## src/rtl/cbc_pkg.sv

```systemverilog
// cbc_pkg: shared state encoding, mode constants and rotate/key-expansion helpers
package cbc_pkg;
    localparam int MAXW = 256;
    typedef logic [MAXW-1:0] wide_t;
    typedef enum logic [1:0] {IDLE, ROUND, OUT} state_t;
    localparam logic MODE_ENC = 1'b0;
    localparam logic MODE_DEC = 1'b1;

    function automatic wide_t rotl(input wide_t v, input int n, input int w);
        wide_t m;
        wide_t vm;
        int s;
        m = {MAXW{1'b1}} >> (MAXW - w);
        s = n % w;
        vm = v & m;
        return ((vm << s) | (vm >> (w - s))) & m;
    endfunction

    function automatic wide_t rotr(input wide_t v, input int n, input int w);
        return rotl(v, w - (n % w), w);
    endfunction

    function automatic wide_t key_expand(input wide_t k, input int bw, input int sw);
        wide_t r;
        r = '0;
        for (int i = 0; i < MAXW; i++)
            if (i < sw) r[i] = k[i % bw];
        return r;
    endfunction
endpackage

```

## src/rtl/cbc_engine_if.sv

```systemverilog
// cbc_engine_if: key/iv/mode sideband plus input and output valid/ready streams
interface cbc_engine_if #(
    parameter int BLOCK_SIZE = 8,
    parameter int SYNC_SIZE  = 32
);
    logic [BLOCK_SIZE-1:0] key;
    logic [SYNC_SIZE-1:0]  iv;
    logic                  mode;
    logic                  s_valid;
    logic                  s_ready;
    logic [SYNC_SIZE-1:0]  s_data;
    logic                  s_first;
    logic                  m_valid;
    logic                  m_ready;
    logic [SYNC_SIZE-1:0]  m_data;
    logic                  busy;

    modport master (
        output key, iv, mode, s_valid, s_data, s_first, m_ready,
        input  s_ready, m_valid, m_data, busy
    );
    modport slave (
        input  key, iv, mode, s_valid, s_data, s_first, m_ready,
        output s_ready, m_valid, m_data, busy
    );
endinterface

```

## src/rtl/cbc_round.sv

```systemverilog
// cbc_round: one keyed xor/rotate round, forward for encrypt and inverse for decrypt
module cbc_round
    import cbc_pkg::*;
#(
    parameter int W = 32
) (
    input  logic [W-1:0] x,
    input  logic [W-1:0] rk,
    input  logic         dir,
    output logic [W-1:0] y
);
    // encrypt mixes the key then rotates left; decrypt undoes that exactly
    always_comb
        y = dir == MODE_DEC ? W'(rotr(MAXW'(x), 1, W)) ^ rk
                            : W'(rotl(MAXW'(x ^ rk), 1, W));
endmodule

```

## src/rtl/cbc_engine.sv

```systemverilog
// cbc_engine: iterative CBC encrypt/decrypt engine, one block in flight, one round per cycle
module cbc_engine
    import cbc_pkg::*;
#(
    parameter int BLOCK_SIZE = 8,
    parameter int SYNC_SIZE  = 32,
    parameter int ROUNDS     = 4
) (
    input logic         clk,
    input logic         rst,
    cbc_engine_if.slave bus
);
    localparam int CW = $clog2(ROUNDS + 1);
    localparam logic [CW-1:0] LAST = CW'(ROUNDS - 1);

    state_t                state;
    logic [CW-1:0]         cnt;
    logic [CW-1:0]         rid;
    logic [SYNC_SIZE-1:0]  x;
    logic [SYNC_SIZE-1:0]  cv;
    logic [SYNC_SIZE-1:0]  ct_hold;
    logic [SYNC_SIZE-1:0]  chain;
    logic [SYNC_SIZE-1:0]  cv_in;
    logic [SYNC_SIZE-1:0]  kexp;
    logic [SYNC_SIZE-1:0]  rk;
    logic [SYNC_SIZE-1:0]  nx;
    logic                  mode_q;
    logic [BLOCK_SIZE-1:0] key_q;

    assign bus.s_ready = state == IDLE;
    assign bus.busy    = state != IDLE;
    assign cv_in       = bus.s_first ? bus.iv : chain;
    assign kexp        = SYNC_SIZE'(key_expand(MAXW'(key_q), BLOCK_SIZE, SYNC_SIZE));
    // decrypt walks the round keys in reverse order
    assign rid         = mode_q == MODE_DEC ? LAST - cnt : cnt;
    assign rk          = SYNC_SIZE'(rotl(MAXW'(kexp), int'(rid), SYNC_SIZE));

    cbc_round #(.W(SYNC_SIZE)) u_round (
        .x  (x),
        .rk (rk),
        .dir(mode_q),
        .y  (nx)
    );

    // accept a block, iterate the rounds, then hold the result until downstream takes it
    always_ff @(posedge clk) begin
        if (rst) begin
            state       <= IDLE;
            cnt         <= '0;
            x           <= '0;
            cv          <= '0;
            ct_hold     <= '0;
            chain       <= '0;
            mode_q      <= MODE_ENC;
            key_q       <= '0;
            bus.m_valid <= 1'b0;
            bus.m_data  <= '0;
        end else begin
            case (state)
                IDLE: if (bus.s_valid) begin
                    cv      <= cv_in;
                    mode_q  <= bus.mode;
                    key_q   <= bus.key;
                    x       <= bus.mode == MODE_DEC ? bus.s_data : bus.s_data ^ cv_in;
                    ct_hold <= bus.s_data;
                    cnt     <= '0;
                    state   <= ROUND;
                end
                ROUND: begin
                    x   <= nx;
                    cnt <= cnt + 1'b1;
                    if (cnt == LAST) begin
                        state       <= OUT;
                        bus.m_valid <= 1'b1;
                        bus.m_data  <= mode_q == MODE_DEC ? nx ^ cv : nx;
                    end
                end
                OUT: if (bus.m_ready) begin
                    chain       <= mode_q == MODE_DEC ? ct_hold : x;
                    bus.m_valid <= 1'b0;
                    state       <= IDLE;
                end
                default: state <= IDLE;
            endcase
        end
    end
endmodule

```

## src/flat_wrapper.sv

```systemverilog
// flat-port wrapper written by rule: the top's interface ports become plain ports
module cbc_engine_flat import cbc_pkg::*;
#(
    parameter int BLOCK_SIZE = 8,
    parameter int SYNC_SIZE  = 32,
    parameter int ROUNDS     = 4
)
  (clk, rst, bus_key, bus_iv, bus_mode, bus_s_valid, bus_s_data, bus_s_first, bus_m_ready, bus_s_ready, bus_m_valid, bus_m_data, bus_busy);
  cbc_engine_if #(.BLOCK_SIZE(BLOCK_SIZE), .SYNC_SIZE(SYNC_SIZE)) bus_i ();
  input logic clk;
  input logic rst;
  input wire logic [$bits(bus_i.key)-1:0] bus_key;
  input wire logic [$bits(bus_i.iv)-1:0] bus_iv;
  input wire logic [$bits(bus_i.mode)-1:0] bus_mode;
  input wire logic [$bits(bus_i.s_valid)-1:0] bus_s_valid;
  input wire logic [$bits(bus_i.s_data)-1:0] bus_s_data;
  input wire logic [$bits(bus_i.s_first)-1:0] bus_s_first;
  input wire logic [$bits(bus_i.m_ready)-1:0] bus_m_ready;
  output wire logic [$bits(bus_i.s_ready)-1:0] bus_s_ready;
  output wire logic [$bits(bus_i.m_valid)-1:0] bus_m_valid;
  output wire logic [$bits(bus_i.m_data)-1:0] bus_m_data;
  output wire logic [$bits(bus_i.busy)-1:0] bus_busy;
  assign bus_i.key = bus_key;
  assign bus_i.iv = bus_iv;
  assign bus_i.mode = bus_mode;
  assign bus_i.s_valid = bus_s_valid;
  assign bus_i.s_data = bus_s_data;
  assign bus_i.s_first = bus_s_first;
  assign bus_i.m_ready = bus_m_ready;
  assign bus_s_ready = bus_i.s_ready;
  assign bus_m_valid = bus_i.m_valid;
  assign bus_m_data = bus_i.m_data;
  assign bus_busy = bus_i.busy;
  cbc_engine #(.BLOCK_SIZE(BLOCK_SIZE), .SYNC_SIZE(SYNC_SIZE), .ROUNDS(ROUNDS)) u_core (.clk(clk), .rst(rst), .bus(bus_i));
endmodule
```

## config.mk

```make
export PLATFORM = sky130hd
export DESIGN_NAME = cbc_engine_flat
export DESIGN_NICKNAME = d
export VERILOG_FILES = /design/src/rtl/cbc_pkg.sv /design/src/rtl/cbc_engine_if.sv /design/src/rtl/cbc_round.sv /design/src/rtl/cbc_engine.sv /design/src/flat_wrapper.sv
export SDC_FILE = /design/constraint.sdc
export NUM_CORES = 1
export LEC_CHECK = 0
export ABC_AREA = 1
export CELL_PAD_IN_SITES_DETAIL_PLACEMENT = 0
export CELL_PAD_IN_SITES_GLOBAL_PLACEMENT = 1
export CORE_MARGIN = 5
export CORE_UTILIZATION = 40
export CTS_CLUSTER_DIAMETER = 30
export DETAILED_ROUTE_END_ITERATION = 12
export DONT_BUFFER_PORTS = 1
export PLACE_DENSITY_LB_ADDON = 0.1
export SYNTH_ARGS = -nofsm -noshare
export SYNTH_HDL_FRONTEND = slang
export SYNTH_HIERARCHICAL = 1
export SYNTH_SLANG_ARGS = --single-unit
```

## constraint.sdc

```tcl
create_clock -name clk -period 3.5 [get_ports clk]
set_input_delay 0.525 -clock clk [delete_from_list [all_inputs] [get_ports clk]]
set_output_delay 0.525 -clock clk [all_outputs]
set_load 0.05 [all_outputs]
```

After elaboration in Yosys (flattened, before gate mapping)
Cells that the tools add are included.

Equality and inequality tests: 6. Multiplexer cells: 17. Reduce and logical (&&, ||, !) cells: 10. Add/subtract/negate cells: 3. Bitwise logic cells: 7. Shift operators: 2.

Operator list (count): 2-to-1 mux 32 bit (6); bitwise XOR 32 bit (4); case mux 32 bit (2 select lines) (1); OR 32 x 1 -> 32 bit (1); OR 32 x 31 -> 32 bit (1); OR 32 bit (1); << shifter 32 x 3 -> 32 bit (1); right shift 32 x 32 -> 32 bit (1); AND reduction 2 bit (4); subtractor 6 x 3 -> 7 bit, first input constant (1); 2-to-1 mux 2 bit (3); 2-to-1 mux 3 bit (2); case mux 2 bit (3 select lines) (1); case mux 3 bit (2 select lines) (1); AND reduction 3 bit (2); nonzero test 2 bit (3); inequality test 2 bit, second input constant (2); adder 3 x 1 -> 3 bit, second input constant (1); equality test 3 x 2 -> 1 bit, second input constant (1); subtractor 2 x 3 -> 3 bit, first input constant (1); equality test 2 x 1 -> 1 bit, second input constant (1); equality test 2 bit, second input constant (1); logical NOT 2 bit (1); 2-to-1 mux 1 bit (2); other kinds (2) (2).

Register bits after elaboration: 175. Input port bits: 78.

Longest topological paths before layout
Word-level depth: 10. Mapped depth: 19. Depth with buffers taken out: 18.

Modules after synthesis
Netlist, hierarchy kept.

By module, submodules not included: cbc_engine (cells an instance 1274, seq. area each 3503.4 µm², area each 8937.3 µm², times used 1); cbc_round (cells an instance 296, seq. area each 0.0 µm², area each 1416.4 µm², times used 1).

Worst setup path before layout
No wires, ideal clock.

Kind: reg-to-reg. Start: reg u_core.mode_q. End: reg u_core.bus.m_data[2]. Arrival: 2506 ps. Setup slack: 913 ps. Library setup time: 80 ps. Cell stages (with the launch flop): 17. Clock period less this slack: 2587 ps. Cell sequence: dfxtp_1 -> buf_6 -> xor2_1 -> buf_2 -> nor2_1 -> ha_1 -> inv_1 -> clkbuf_1 -> nand3_1 -> nand3_1 -> nand3_1 -> inv_1 -> nand2_1 -> nand3_2 -> nand2_1 -> xor2_1 -> a211oi_2.

Cells in the longest elaborated chain, start to end: 9.

Ends and longest elaborated chain: from (decl) (RTL line cbc_engine.sv:27) `logic mode_q;`; from (signal assigned) (RTL line cbc_engine.sv:62) `mode_q <= bus.mode;`; 2-to-1 mux 3 bit * (RTL line cbc_engine.sv:35) `assign rid = mode_q == MODE_DEC ? LAST - cnt : cnt;`; subtractor 6 x 3 -> 7 bit (RTL line cbc_pkg.sv:16) `return ((vm << s) | (vm >> (w - s))) & m;`; right shift 32 x 32 -> 32 bit (RTL line cbc_pkg.sv:16); OR 32 bit * (RTL line cbc_pkg.sv:16); named net u_core.rk[1] (RTL line cbc_engine.sv:25) `logic [SYNC_SIZE-1:0] rk;`; bitwise XOR 32 bit * (RTL line cbc_round.sv:15) `: W'(rotl(MAXW'(x ^ rk), 1, W));`; OR 32 x 1 -> 32 bit * (RTL line cbc_pkg.sv:16); 2-to-1 mux 32 bit * (RTL line cbc_round.sv:14) `y = dir == MODE_DEC ? W'(rotr(MAXW'(x), 1, W)) ^ rk`; named net u_core.nx[2] (RTL line cbc_engine.sv:26) `logic [SYNC_SIZE-1:0] nx;`; bitwise XOR 32 bit (RTL line cbc_engine.sv:75) `bus.m_data <= mode_q == MODE_DEC ? nx ^ cv : nx;`; 2-to-1 mux 32 bit * (RTL line cbc_engine.sv:75); to (signal assigned) (RTL line cbc_engine.sv:75); to (decl) (RTL line cbc_engine_if.sv:24) `output s_ready, m_valid, m_data, busy`.

Mark *: on every way through the listed nets, which the timed path passes. The rest lies on a longest branch. A chain may end at the register's enable or synchronous reset.

Worst setup path in the final report
Start: reg u_core.cnt[0]. End: reg u_core.bus.m_data[0].

RTL lines: from (decl) (RTL line cbc_engine.sv:17) `logic [CW-1:0] cnt;`; from (signal assigned) (RTL line cbc_engine.sv:71) `cnt <= cnt + 1'b1;`; subtractor 2 x 3 -> 3 bit (RTL line cbc_engine.sv:35); 2-to-1 mux 3 bit * (RTL line cbc_engine.sv:35); subtractor 6 x 3 -> 7 bit (RTL line cbc_pkg.sv:16); right shift 32 x 32 -> 32 bit (RTL line cbc_pkg.sv:16); OR 32 bit * (RTL line cbc_pkg.sv:16); named net u_core.rk[0] (RTL line cbc_engine.sv:25); bitwise XOR 32 bit * (RTL line cbc_round.sv:14); 2-to-1 mux 32 bit * (RTL line cbc_round.sv:14); named net u_core.nx[0] (RTL line cbc_engine.sv:26); bitwise XOR 32 bit (RTL line cbc_engine.sv:75); 2-to-1 mux 32 bit * (RTL line cbc_engine.sv:75).

Marks and branches as above.

==> metrics.txt <==
area grow syn2layout=6.08%; Final HPWL DP=~25 mm; grt ovf=0; syn nets=roughly 1700; WL/cell=19.0 um; 1st-iter DRT viols=902; via count=between 9000 and 10000; sequential share of the synthesized area=between 30% and 40%; P_sw=approximately 2.3 mW; Setup crit end kind=flop; gpl congestion=0.953; WHS Endpoint=u_core/cv[5]$_SDFFE_PP0P_; Worst Path Buf+Inv=3; layout cells sized above 1=under 10%; worst-path cell chain=inv_4 -> nand2_1 -> nand2_2 -> nor2_1 -> ha_1 -> inv_1 -> nand3_1 -> nand3_1 -> o21ai_0 -> inv_1 -> nand2_1 -> nand3_1 -> nand2_1 -> xor2_1 -> a211oi_1; reg-to-reg startpoint=u_core/cnt[0]$_SDFFE_PP0P_; setup violators final=0; CTS clock-pin slew for the worst setup and hold paths=roughly 0.08 ns; setup_tns=0 ns; CTS Sinks=roughly 180; peak supply drop=253 uV; post-route antenna net violation count=0; Ports=approximately 110; critical-path maximum fanout=11; worst hold start=rst; Die Ht=around 170 um; Sw Ratio=between 30% and 40%; mapped cell area=about 0.010 mm2; Post-Place Cell Area=between 0.01 and 0.015 mm2; DRC=0; sequential power share=38.2%; Hold Fails Final Rpt=0; vias in the first global route=8784; Synth Area per Inst=around 6.6 um2; fmax=around 340 MHz; Cell Count, Final, Fillers Out=roughly 1800; clock skew=about 0.018 ns; Post-Route WL=35.1 mm; FF-to-FF End=u_core/bus.m_data[0]$_SDFFE_PP0P_; R2R Setup Slk=around 0.55 ns; #FFs+latches synth=between 150 and 200; post-synth cell types=33; initial antenna violation count=0; Post-synth EDFFs=0; CTS resizes=0; Worst-Margin Slew=just over 0.8 ns; WHS=0.166 ns; drt pass-1 iters=5; delay-heaviest family, CP=simple AND/OR/NAND/NOR gates; RSZ-0062 raised after global routing=no; Worst Reg-to-Reg Cells=15; Yosys warnings=6; first-pass GRT wire length=53.8 mm; Worst Hold Depth=1; largest net degree at the start of global routing=roughly 150; row count=58; Clock Tree Buf Depth=2; slew margin rel.=between 40% and 50%; core area=0.0253 mm2; CP max-delay cell=dfxtp_1; Logic pwr share=about 28%; critical setup path kind=reg -> reg; total CTS buffers=17; Die X=between 150 and 200 um; Pleak=roughly 4.7 nW; I/O Buffers=0; Initial Util=between 40% and 50%; Root Driver=clkbuf_16; total internal power=around 3.6 mW; Post-CTS Hold Fix Bufs=0; critical path arrival=about 3.3 ns; ys async rst share=0%; worst skew pair latency=between 0.4 and 0.5 ns; Slew Viols, Final=0; Die ar.=about 0.029 mm2; CP startpoint kind=flop; CTS H-Tree Depth=4; number of max-cap violations=0; cells after synthesis=between 1500 and 2000; Total Routing Usage GR=a little under a quarter; Setup Slack @ Placement=0.588 ns; WP data required=3.85 ns; worst hold path type=in -> reg; Setup Buffers After CTS=0; status=complete, no violations; Cell Pwr Density=~530 mW/mm2; Via-to-Cell Ratio=approximately 5.4; CTS tree=built; Main synth FF type=dfxtp_1; Crit path largest cell delay=between 0.5 and 0.6 ns; Tmin final=slightly below 3 ns; final setup margin=roughly 0.55 ns; final net count=roughly 1600; clock share of power=between 30% and 40%; post-route cell area=between 0.01 and 0.015 mm2; Tcrit/Tclk final=a little over four fifths; placed instance count=1817; # diodes=0
==> cell usage after synthesis, types with 4 or more instances <==
library cell	number	share of area, %
a21oi_1	140	6.8
nand3_1	145	7.0
a22oi_1	33	2.4
a211oi_2	20	2.4
clkbuf_1	43	1.6
nand2_2	4	0.24
xor2_1	33	2.8
o21ai_0	109	5.3
nand3_2	36	3.5
buf_6	4	0.44
inv_2	8	0.29
nor2_1	109	4.0
buf_2	36	1.7
nand2_1	456	17
a211oi_1	34	2.5
inv_1	150	5.4
dfxtp_1	175	34
buf_4	13	0.94
==> power groups by stage <==
stage	Combinational, mW	Sequential [mW]	Clock [mW]
after global routing	1.85	2.26	2.08
after CTS	1.65	2.24	2.00
final	1.67	2.24	1.95
after detailed placement	1.65	2.28	0
after floorplan	1.30	2.23	0
after global placement	1.65	2.28	0
==> worst max path at each step <==
stage / start / endpoint / slack [ns] / cells after the start
global placement: u_core/cnt[0]$_SDFFE_PP0P_ / u_core/bus.m_data[6]$_SDFFE_PP0P_ / 0.64 / 16
detailed placement: u_core/cnt[0]$_SDFFE_PP0P_ / u_core/bus.m_data[6]$_SDFFE_PP0P_ / 0.59 / 16
floorplan: u_core/mode_q$_SDFFE_PP0P_ / u_core/bus.m_data[2]$_SDFFE_PP0P_ / 0.91 / 16
global route: u_core/cnt[0]$_SDFFE_PP0P_ / u_core/bus.m_data[5]$_SDFFE_PP0P_ / 0.29 / 16
finish: u_core/cnt[0]$_SDFFE_PP0P_ / u_core/bus.m_data[0]$_SDFFE_PP0P_ / 0.55 / 15
CTS: u_core/cnt[0]$_SDFFE_PP0P_ / u_core/bus.m_data[6]$_SDFFE_PP0P_ / 0.57 / 16
==> state kept, by name (all words and copies together) (netlist names) <==
name,flops
u_core/state,2
u_core/key_q,8
u_core/chain,32
u_core/cv,32
u_core/mode_q,1
u_core/cnt,3
u_core/x,32
u_core/bus.m_data,32
u_core/bus.m_valid,1
u_core/ct_hold,32
==> per-layer routing <==
| metal | track usage (%) | vias to the layer above | wire length (um) |
|---|---|---|---|
| li1 | - | 4989 | - |
| met1 | 39.2 | 4647 | 18400 |
| met2 | 31.1 | 303 | 13600 |
| met3 | 4.53 | 30 | 2570 |
| met4 | 5.30 | 0 | 497 |
| met5 | 0 | - | 0 |
==> metrics by stage <==
stage	power, mW	util, %
6_report	5.86	43.4
5_1_grt	6.19	43.4
4_1_cts	5.89	43.4
3_5_place_dp	3.93	41.0
3_3_place_gp	3.93	41.0
2_1_floorplan	3.53	-
==> cell type report <==
class / count / area, um2
repair buffers: 16 / 145
multi-input cells: 1135 / 5700
clock buffers: 17 / 425
inverters: 161 / 619
well taps: 330 / 413
fillers: 2746 / 14300
flip-flops and latches: 175 / 3510
clock inverters: 15 / 169
==> placed cells by master, fill, tap and decap left out, drive strengths merged <==
master,Yosys,final
buf,56,16
a311oi,1,1
xor2,34,34
inv,161,167
o21ai,112,112
nand3,181,181
clkinv,0,7
a211oi,54,54
clkbuf,43,17
o211ai,1,1
clkinvlp,0,2
ha,2,2
a21oi,140,140
nand2,462,462
nor2,111,111
nand3b,1,1
a22oi,33,33
nor3,1,1
dfxtp,175,175
xnor2,2,2
==> kinds of logic after synthesis <==
kind of cell    share of synthesized area, %
compound gates                          19.6
flops                                   33.8
simple gates                            31.7
xor+xnor                                3.37
buf+inv                                 11.2
fa+ha+maj                              0.242
(Power assumes the default switching activity.)
